$ cat src/rtl/conversor_bin_bcd_if.sv
// -----------------------------------------------------------------------------
// conversor_bin_bcd_if
// Purpose : groups the start/result handshake of the binary-to-BCD converter.
// Signals : iniciar         start request (master -> slave)
//           registradorin   unsigned binary operand, LARGURA bits (master -> slave)
//           registradorout  BCD result, 4*DIGITOS bits, digit 0 in [3:0]
//           ocupado         conversion in progress
//           pronto          one-cycle pulse when registradorout updates
//           estouro         last result exceeded 10^DIGITOS-1
// Modports: master (requester / testbench), slave (converter)
// -----------------------------------------------------------------------------
interface conversor_bin_bcd_if #(
   parameter int LARGURA = 14,
   parameter int DIGITOS = 4
);
   logic                   iniciar;
   logic [LARGURA-1:0]     registradorin;
   logic [4*DIGITOS-1:0]   registradorout;
   logic                   ocupado;
   logic                   pronto;
   logic                   estouro;

   modport master (
      output iniciar, registradorin,
      input  registradorout, ocupado, pronto, estouro
   );

   modport slave (
      input  iniciar, registradorin,
      output registradorout, ocupado, pronto, estouro
   );
endinterface

$ cat src/rtl/conversor_bin_bcd.sv
// -----------------------------------------------------------------------------
// conversor_bin_bcd
// Purpose : iterative binary-to-BCD converter (double dabble), one input bit
//           per clock, MSB first. A conversion takes LARGURA shift cycles plus
//           one FIM cycle; results saturate to all 9s on overflow.
// Ports   : clock  single clock, rising edge
//           reset  synchronous, active-high
//           bus    conversor_bin_bcd_if.slave (iniciar, registradorin,
//                  registradorout, ocupado, pronto, estouro)
// Params  : LARGURA (4..32) input width, DIGITOS (1..10) output digits
// Macro   : CONVERSOR_BIN_BCD_ZERO_BLANK_EN -- when defined, leading zero
//           digits above digit 0 are shown as 4'hF (saturated results excluded)
// -----------------------------------------------------------------------------
module conversor_bin_bcd #(
   parameter int LARGURA = 14,
   parameter int DIGITOS = 4
) (
   input  logic               clock,
   input  logic               reset,
   conversor_bin_bcd_if.slave bus
);

   // LARGURA bits never need more than ceil(LARGURA/3) decimal digits since
   // 2^3 < 10; the scratch is also at least DIGITOS wide so the output slice
   // always exists.
   localparam int SCR_MIN = (LARGURA + 2) / 3;
   localparam int SCR_DIG = (SCR_MIN > DIGITOS) ? SCR_MIN : DIGITOS;
   localparam int SCR_W   = 4 * SCR_DIG;
   localparam int OUT_W   = 4 * DIGITOS;
   localparam int CNT_W   = $clog2(LARGURA + 1);

   typedef enum logic [1:0] {
      OCIOSO,
      DESLOCA,
      FIM
   } estado_t;

   estado_t            state_q,   state_d;
   logic [LARGURA-1:0] bin_q,     bin_d;
   logic [SCR_W-1:0]   scratch_q, scratch_d;
   logic [CNT_W-1:0]   cnt_q,     cnt_d;
   logic [OUT_W-1:0]   out_q,     out_d;
   logic               pronto_q,  pronto_d;
   logic               estouro_q, estouro_d;

   logic [SCR_W-1:0]   ajustado;
   logic               excede;
`ifdef CONVERSOR_BIN_BCD_ZERO_BLANK_EN
   logic               lider;
`endif

   // Add-3 correction: any digit >=5 would become >=10 after the shift.
   always_comb begin
      ajustado = scratch_q;
      for (int k = 0; k < SCR_DIG; k++) begin
         if (scratch_q[4*k +: 4] >= 4'd5) begin
            ajustado[4*k +: 4] = scratch_q[4*k +: 4] + 4'd3;
         end
      end
   end

   // Any nonzero digit beyond the visible ones means value >= 10^DIGITOS.
   always_comb begin
      excede = 1'b0;
      for (int k = DIGITOS; k < SCR_DIG; k++) begin
         if (scratch_q[4*k +: 4] != 4'h0) begin
            excede = 1'b1;
         end
      end
   end

   // Next-state and datapath
   // NOTE: every variable gets a default first so no path leaves it unassigned,
   // which would otherwise infer a latch.
   always_comb begin
      state_d   = state_q;
      bin_d     = bin_q;
      scratch_d = scratch_q;
      cnt_d     = cnt_q;
      out_d     = out_q;
      pronto_d  = 1'b0;
      estouro_d = estouro_q;
`ifdef CONVERSOR_BIN_BCD_ZERO_BLANK_EN
      lider     = 1'b1;
`endif

      unique case (state_q)
         OCIOSO: begin
            if (bus.iniciar) begin
               bin_d     = bus.registradorin;
               scratch_d = '0;
               cnt_d     = CNT_W'(LARGURA);
               state_d   = DESLOCA;
            end
         end

         DESLOCA: begin
            // Shift the corrected scratch left, bringing in the next MSB.
            scratch_d = SCR_W'({ajustado, bin_q[LARGURA-1]});
            bin_d     = {bin_q[LARGURA-2:0], 1'b0};
            cnt_d     = cnt_q - CNT_W'(1);
            if (cnt_q == CNT_W'(1)) begin
               state_d = FIM;
            end
         end

         FIM: begin
            pronto_d  = 1'b1;
            estouro_d = excede;
            if (excede) begin
               out_d = {DIGITOS{4'h9}};
            end else begin
               out_d = scratch_q[OUT_W-1:0];
`ifdef CONVERSOR_BIN_BCD_ZERO_BLANK_EN
               // Blank from the top down until the first nonzero digit.
               for (int k = DIGITOS - 1; k >= 1; k--) begin
                  if (lider && (out_d[4*k +: 4] == 4'h0)) begin
                     out_d[4*k +: 4] = 4'hF;
                  end else begin
                     lider = 1'b0;
                  end
               end
`endif
            end
            state_d = OCIOSO;
         end

         default: state_d = OCIOSO;
      endcase
   end

   // NOTE: sequential state uses non-blocking assignments so every register
   // samples the pre-edge values; reset is synchronous and overrides iniciar.
   always_ff @(posedge clock) begin
      if (reset) begin
         state_q   <= OCIOSO;
         bin_q     <= '0;
         scratch_q <= '0;
         cnt_q     <= '0;
         out_q     <= '0;
         pronto_q  <= 1'b0;
         estouro_q <= 1'b0;
      end else begin
         state_q   <= state_d;
         bin_q     <= bin_d;
         scratch_q <= scratch_d;
         cnt_q     <= cnt_d;
         out_q     <= out_d;
         pronto_q  <= pronto_d;
         estouro_q <= estouro_d;
      end
   end

   assign bus.registradorout = out_q;
   assign bus.pronto         = pronto_q;
   assign bus.estouro        = estouro_q;
   assign bus.ocupado        = (state_q != OCIOSO);

endmodule

$ cat src/flat_wrapper.sv
// flat-port wrapper written by rule: the top's interface ports become plain ports
module conversor_bin_bcd_flat 
#(
   parameter int LARGURA = 14,
   parameter int DIGITOS = 4
)
  (clock, reset, bus_iniciar, bus_registradorin, bus_registradorout, bus_ocupado, bus_pronto, bus_estouro);
  conversor_bin_bcd_if #(.LARGURA(LARGURA), .DIGITOS(DIGITOS)) bus_i ();
  input  logic clock;
  input  logic reset;
  input wire logic [$bits(bus_i.iniciar)-1:0] bus_iniciar;
  input wire logic [$bits(bus_i.registradorin)-1:0] bus_registradorin;
  output wire logic [$bits(bus_i.registradorout)-1:0] bus_registradorout;
  output wire logic [$bits(bus_i.ocupado)-1:0] bus_ocupado;
  output wire logic [$bits(bus_i.pronto)-1:0] bus_pronto;
  output wire logic [$bits(bus_i.estouro)-1:0] bus_estouro;
  assign bus_i.iniciar = bus_iniciar;
  assign bus_i.registradorin = bus_registradorin;
  assign bus_registradorout = bus_i.registradorout;
  assign bus_ocupado = bus_i.ocupado;
  assign bus_pronto = bus_i.pronto;
  assign bus_estouro = bus_i.estouro;
  conversor_bin_bcd #(.LARGURA(LARGURA), .DIGITOS(DIGITOS)) u_core (.clock(clock), .reset(reset), .bus(bus_i));
endmodule
$ cat config.mk
export PLATFORM = sky130hd
export DESIGN_NAME = conversor_bin_bcd_flat
export DESIGN_NICKNAME = d
export VERILOG_FILES = /design/src/rtl/conversor_bin_bcd_if.sv /design/src/rtl/conversor_bin_bcd.sv /design/src/flat_wrapper.sv
export SDC_FILE = /design/constraint.sdc
export NUM_CORES = 1
export LEC_CHECK = 0
export BUFFER_PORTS_ARGS = -buffer_cell sky130_fd_sc_hd__buf_2
export CELL_PAD_IN_SITES_DETAIL_PLACEMENT = 0
export CELL_PAD_IN_SITES_GLOBAL_PLACEMENT = 1
export CORE_ASPECT_RATIO = 0.6
export CORE_MARGIN = 2
export CORE_UTILIZATION = 45
export CTS_BUF_LIST = sky130_fd_sc_hd__clkbuf_4 sky130_fd_sc_hd__clkbuf_8
export DETAILED_ROUTE_END_ITERATION = 10
export HOLD_SLACK_MARGIN = 0.15
export PLACE_DENSITY_LB_ADDON = 0.3
export SLEW_MARGIN = 20
export SYNTH_ARGS = -nofsm -noshare
export SYNTH_HDL_FRONTEND = slang
export SYNTH_SLANG_ARGS = --single-unit
export TNS_END_PERCENT = 50
$ cat constraint.sdc
create_clock -name clock -period 2.6 [get_ports clock]
set_input_delay 0.26 -clock clock [delete_from_list [all_inputs] [get_ports clock]]
set_output_delay 0.26 -clock clock [all_outputs]
set_load 0.1 [all_outputs]
==> impl_metrics.env, run 1 <==
export IMPL_status="finished, final reports clean"
export IMPL_fin_skew_ns=0.008791
export IMPL_cts_hold_buf=0
export IMPL_gr_total_overflow=0
export IMPL_fin_area_um2=3134
export IMPL_end_kind="output pin"
export IMPL_insertion_delay_ns=0.34
export IMPL_wl_per_cell_um=13.30
export IMPL_die_w_um=104.9
export IMPL_whs_ns=0.3279
export IMPL_tritoncts="built"
export IMPL_antenna_found_initial=0
export IMPL_syn_inst=329
export IMPL_cts_setup_buffers=0
export IMPL_required_ns=2.34
export IMPL_die_height_um=64.54
export IMPL_crit_path_end="bus_ocupado"
export IMPL_synth_largest_area_cell="dfxtp_1"
export IMPL_fin_cells=445
export IMPL_multi_input_area_um2=1421
export IMPL_synthAdderAreaFrac_pct=5.917
export IMPL_syn_avg_cell_area_um2=8.355
export IMPL_antennaDiodeCount=0
export IMPL_async_flop_share_pct=0
export IMPL_criticalPathCategory="reg2out"
export IMPL_ys_flop_type="dfxtp_1"
export IMPL_critPathMaxFanout=21
export IMPL_start_util_pct=47.99
export IMPL_finalSetupTns_ns=0
export IMPL_top_usage_layer="met2"
export IMPL_finalCritPeriodShare_pct=76.31
export IMPL_reg2reg_slack_ns=0.82
export IMPL_power_per_cell_area_nw_per_um2=619.6
export IMPL_numPortBuffers=35
export IMPL_muxShareOfSynthArea_pct=1.821
export IMPL_dr_pass1_iters=4
export IMPL_vias_per_cell=4.993
export IMPL_grtUsageMet1_pct=26.92
export IMPL_hpwl_um=4052
export IMPL_tightest_slew_ns=0.6653
export IMPL_drc_errors=0
export IMPL_synth_xor_area_share_pct=2.868
export IMPL_start_kind="flip-flop"
export IMPL_max_freq_mhz=504.0
export IMPL_rr_worst_depth=4
export IMPL_hp_start="bus_registradorin[2]"
export IMPL_setup_viol=0
export IMPL_cts_buffers=9
export IMPL_dp_cells=429
export IMPL_grt_total_usage_pct=19.46
export IMPL_fin_nets=390
export IMPL_ys_top_cells_by_area="dfxtp_1 (42%), nor2_1 (8.5%), a21oi_1 (6.2%)"
export IMPL_ys_ff_latch=58
export IMPL_synth_compound_area_share_pct=16.52
export IMPL_hp_class="in2reg"
export IMPL_final_min_clock_period_ns=1.984
export IMPL_drive_gt1_share_pct=18.08
export IMPL_h_tree_depth=3
export IMPL_reg2reg_from="u_core.state_q[0]"
export IMPL_grt_first_pass_wirelength_um=10230
export IMPL_cts_sinks=58
export IMPL_rows=21
export IMPL_power_total_mw=1.942
export IMPL_syn2layout_area_growth_pct=14.02
export IMPL_ys_types=35
export IMPL_ff_latch_area_um2=1161
export IMPL_synth_edff_count=0
export IMPL_gp_congestion=0.8432
export IMPL_cp_startpoint="u_core.state_q[0]"
export IMPL_met3_usage_pct=7.143
export IMPL_r2r_end="u_core.scratch_q[13]"
export IMPL_yosysWarnings=0
export IMPL_p_leak_nw=1.326
export IMPL_synth_top_family_by_area="simple AND/OR/NAND/NOR gates"
export IMPL_place_area_um2=2940
export IMPL_met2_usage_pct=27.68
export IMPL_grt_max_degree=24
export IMPL_slew_headroom_pct=55.59
export IMPL_hold_violations=0
export IMPL_crit_arrival_ns=1.72
export IMPL_netlist_area_um2=2749
export IMPL_peakVddDrop_mv=0.3689
export IMPL_clk_pin_slew_ns=0.07
export IMPL_num_vias=2222
export IMPL_grt_setup_unrepaired="false"
export IMPL_synth_simple_area_share_pct=24.58
export IMPL_fill_cells=561
export IMPL_synth_most_common_cell="nor2_1"
export IMPL_synth_seq_area_share_pct=42.24
export IMPL_synth_top_cells_by_count="nor2_1 (62), dfxtp_1 (58), a21oi_1 (34), nor3_1 (23), nand2_1 (16)"
export IMPL_syn_num_nets=359
export IMPL_maxCapViolCount=0
export IMPL_maxSlewViolCount=0
export IMPL_core_um2=5728
export IMPL_clock_root_buffer="clkbuf_8"
export IMPL_antenna_left=0
export IMPL_synth_top_cell_area_share_pct=42.24
export IMPL_die_area_um2=6770
export IMPL_io_pins=36
export IMPL_drtIter0Drc=103
export IMPL_grt_pass1_vias=2133
export IMPL_routed_wl_um=5919
export IMPL_cts_repair_resized=0
export IMPL_clockBufferDepth=2
[flip-flops by register name, summed over array words and instances (netlist names)]
signal and flops:
u_core.bus.pronto 1, u_core.bus.estouro 1, u_core.scratch_q 20, u_core.cnt_q 4, u_core.bin_q 14, u_core.state_q 2, u_core.bus.registradorout 16
[final cells by class]
type	instances	area share, %
well taps	80	3.194
inverters	14	1.677
clock buffers	11	4.431
flip-flops and latches	58	37.05
clock inverters	5	1.756
multi-input cells	238	45.35
repair buffers	39	6.547
[worst max-delay path, cell delays in order, from the launching register on]
cell,delay [ns]
dfxtp_1,0.75
or2_2,0.22
buf_2,0.42
[through the flow]
stage          worst slack [ns]  util [%]
2_1_floorplan             1.246         -
3_3_place_gp             0.8830     51.33
3_5_place_dp             0.8193     51.33
4_1_cts                  0.5836     54.72
5_1_grt                  0.4957     54.72
6_report                 0.6160     54.72
[kinds of logic after synthesis]
kind of cell	count (synthesis)
simple gates	141
compound gates	70
flops	58
buf+inv	33
fa+ha+maj	13
xor+xnor	9
mux	5
[report_power, final]
group / switching, mW / internal [mW] / total (mW)
combinational: 0.120 / 0.0679 / 0.188
sequential: 0.0253 / 0.920 / 0.945
clock: 0.349 / 0.460 / 0.809
total: 0.494 / 1.45 / 1.94
[worst min-delay path by stage]
stage	end	slack (ns)	cells past startpoint
finish	u_core.bin_q[2]	0.33	5
CTS	u_core.bin_q[2]	0.32	5
global route	u_core.bin_q[10]	0.36	5
global placement	u_core.bus.registradorout[13]	0.44	2
floorplan	u_core.scratch_q[17]	0.45	1
detailed placement	u_core.bus.registradorout[10]	0.44	2
[cells in the final DEF, fill, tap and decap left out, types with 6 or more instances in the layout]
cell,instances
nand2b_1,7
nor2_1,62
a211oi_1,6
nand2_1,16
a21oi_1,34
a22o_1,14
dfxtp_1,58
clkbuf_8,9
ha_1,13
nor2b_1,14
o21ai_0,6
nor3_1,23
inv_1,14
buf_2,35
[metal layers]
metal  up-vias  share of wire, %
li1       1173                 -
met1       990                54
met2        54                39
met3         5               5.9
met4         0              0.66
met5         -                 0
Note: power is estimated with default switching activity, not from simulation.
==> run 2: changes to the inputs <==
ABC_AREA = 1   (was unset)
CORE_UTILIZATION = 43   (was 45)
clock period = 1.97 ns   (was 2.6 ns; I/O delays follow)
==> run 2 against run 1 <==
  * Synthesized cell count rose by 20%
  * First-iteration DRC count rose by 44%
  * Register-to-register slack got worse by 0.27 ns
  * Highest routed layer unchanged
  * Sequential power rose by 30%
  * Critical path type unchanged
  * Flip-flop and latch count did not move
  * Design area rose by 5.3%
  * Largest power group unchanged
  * Cell count rose by 19%
==> impl_metrics.env, run 2 <==
export IMPL_grtUsageMet1_pct=28.54
export IMPL_hpwl_um=4376
export IMPL_synth_most_common_cell="nand2_1"
export IMPL_drc_errors=0
export IMPL_hp_start="bus_registradorin[6]"
export IMPL_final_common_cell="nand2_1"
export IMPL_grt_first_pass_wirelength_um=11360
export IMPL_clk_pin_slew_ns=0.07
export IMPL_core_um2=6138
export IMPL_regMostFlops="u_core.scratch_q"
export IMPL_ys_top_cells_by_area="dfxtp_1 (42%), nand2_1 (16%), nand3_1 (7.3%)"
export IMPL_rr_worst_depth=7
export IMPL_drtIter0Drc=148
export IMPL_hold_path_end="u_core.bin_q[6]"
export IMPL_final_min_clock_period_ns=1.492
export IMPL_wl_per_cell_um=12.14
export IMPL_io_pins=36
export IMPL_grt_total_usage_pct=20.34
export IMPL_tightest_slew_ns=0.5299
export IMPL_synth_largest_area_cell="dfxtp_1"
export IMPL_status="finished, final reports clean"
export IMPL_die_w_um=107.3
export IMPL_largest_reg_flops=20
export IMPL_die_height_um=65.98
export IMPL_drive_gt1_share_pct=13.96
export IMPL_power_per_cell_area_nw_per_um2=781.0
export IMPL_met3_usage_pct=5.911
export IMPL_crit_chain="nor2_1 -> inv_1 -> buf_2"
export IMPL_multi_input_area_um2=1355
export IMPL_gr_total_overflow=0
export IMPL_start_util_pct=44.84
export IMPL_cts_buffers=9
export IMPL_criticalPathCategory="reg2out"
export IMPL_grt_pass1_vias=2460
export IMPL_antenna_left=0
export IMPL_ff_latch_area_um2=1161
export IMPL_yosysWarnings=0
export IMPL_max_freq_mhz=670.4
export IMPL_peakVddDrop_mv=0.3977
export IMPL_maxSlewViolCount=0
export IMPL_hold_violations=0
export IMPL_insertion_delay_ns=0.33
export IMPL_synth_edff_count=0
export IMPL_die_area_um2=7078
export IMPL_numPortBuffers=35
export IMPL_ys_types=23
export IMPL_finalCritPeriodShare_pct=75.71
export IMPL_ys_ff_latch=58
export IMPL_netlist_area_um2=2753
export IMPL_finalSetupTns_ns=0
export IMPL_ys_flop_type="dfxtp_1"
export IMPL_maxCapViolCount=0
export IMPL_num_vias=2631
export IMPL_slowest_delay_ns=0.43
export IMPL_synth_seq_area_share_pct=42.18
export IMPL_reg2reg_slack_ns=0.55
export IMPL_final_cell_mix="nand2_1 (119), dfxtp_1 (58), nand3_1 (40)"
export IMPL_synth_top_cells_by_count="nand2_1 (119), dfxtp_1 (58), nand3_1 (40), inv_1 (39), a21oi_1 (34)"
export IMPL_r2r_end="u_core.scratch_q[16]"
export IMPL_antenna_found_initial=0
export IMPL_cts_setup_buffers=0
export IMPL_reg2reg_from="u_core.state_q[0]"
export IMPL_dr_pass1_iters=4
export IMPL_worst_path_max_delay_cell="dfxtp_1"
export IMPL_required_ns=1.77
export IMPL_vias_per_cell=4.983
export IMPL_start_kind="flip-flop"
export IMPL_fill_cells=618
export IMPL_syn_num_nets=426
export IMPL_gp_congestion=0.8024
export IMPL_h_tree_depth=3
export IMPL_end_kind="output pin"
export IMPL_holdPathStages=5
export IMPL_crit_arrival_ns=1.29
export IMPL_synth_top_cell_area_share_pct=42.18
export IMPL_grt_max_degree=43
export IMPL_top_usage_layer="met2"
export IMPL_clockBufferDepth=2
export IMPL_routed_wl_um=6410
export IMPL_setup_viol=0
export IMPL_p_leak_nw=1.519
export IMPL_hp_class="in2reg"
export IMPL_antennaDiodeCount=0
export IMPL_grt_setup_unrepaired="false"
export IMPL_whs_ns=0.1599
export IMPL_cts_repair_resized=0
export IMPL_met2_usage_pct=31.01
export IMPL_syn_inst=396
export IMPL_fin_nets=469
export IMPL_fin_skew_ns=0.006622
export IMPL_async_flop_share_pct=0
export IMPL_critPathMaxFanout=6
export IMPL_syn2layout_area_growth_pct=19.91
export IMPL_clock_root_buffer="clkbuf_8"
export IMPL_cts_sinks=58
export IMPL_syn_avg_cell_area_um2=6.951
export IMPL_rows=22
export IMPL_tritoncts="built"
export IMPL_slew_headroom_pct=64.63
-- run 2: how the worst max path moves through the flow --
stage                                             start                       endpoint  slack, ns  cells after the start
after floorplan           u_core.bus.registradorout[11]  u_core.bus.registradorout[11]       0.63                      2
after global placement                u_core.state_q[0]           u_core.scratch_q[12]       0.61                      7
after detailed placement              u_core.state_q[0]            u_core.scratch_q[4]       0.56                      7
after CTS                             u_core.state_q[0]                    bus_ocupado       0.46                      3
after global routing                  u_core.state_q[0]           u_core.scratch_q[16]       0.36                      7
final                                 u_core.state_q[0]                    bus_ocupado       0.48                      3
-- run 2: cells by family (layout without fill, tap and decap cells) --
family | count (synthesis) | after routing | synth area share [%]
AOI/OAI and AO/OA | 64 | 64 | 12.59
adders and majority gates | 13 | 13 | 5.909
buffers and inverters | 58 | 106 | 8.727
DFF | 58 | 58 | 42.18
and+or+nand+nor | 203 | 203 | 30.59
-- run 2: cell type report --
class | count | share of cell area (%)
Sequential cell | 58 | 35.18
Clock buffer | 15 | 6.065
Tap cell | 84 | 3.184
Multi-Input combinational cell | 280 | 41.05
Inverter | 41 | 4.663
Timing Repair Buffer | 49 | 9.704
Clock inverter | 1 | 0.1516
-- run 2: power by group --
group          internal, mW  switching, mW  total, mW
Clock                 0.642          0.453       1.09
Sequential             1.21         0.0224       1.23
Combinational        0.0860          0.167      0.253
-- run 2: timing repair --
action,CTS,global route
hold buffers,6,0
endpoints found under the setup margin,0,0
endpoints found under the hold margin,6,0
-- run 2: critical path, delay by kind of cell, from the launching register on --
kind          cells  cell delay, ns
flops             1            0.43
buf+inv           2            0.47
simple gates      1            0.07
-- run 2: per-stage QoR --
stage	instances	utilization [%]	power, mW	cell area (um^2)	setup WS, ns
floorplan	396	-	1.429	2753	0.6288
global placement	506	49.45	1.498	3035	0.6105
detailed placement	506	49.45	1.501	3035	0.5598
CTS	528	53.77	2.596	3301	0.4615
global route	528	53.77	2.694	3301	0.3583
finish	528	53.77	2.578	3301	0.4785
-- run 2: routing by layer --
metal,vias to the layer above,wire length (um)
li1,1373,-
met3,4,287
met2,48,2587
met1,1206,3504
met5,-,0
met4,0,30
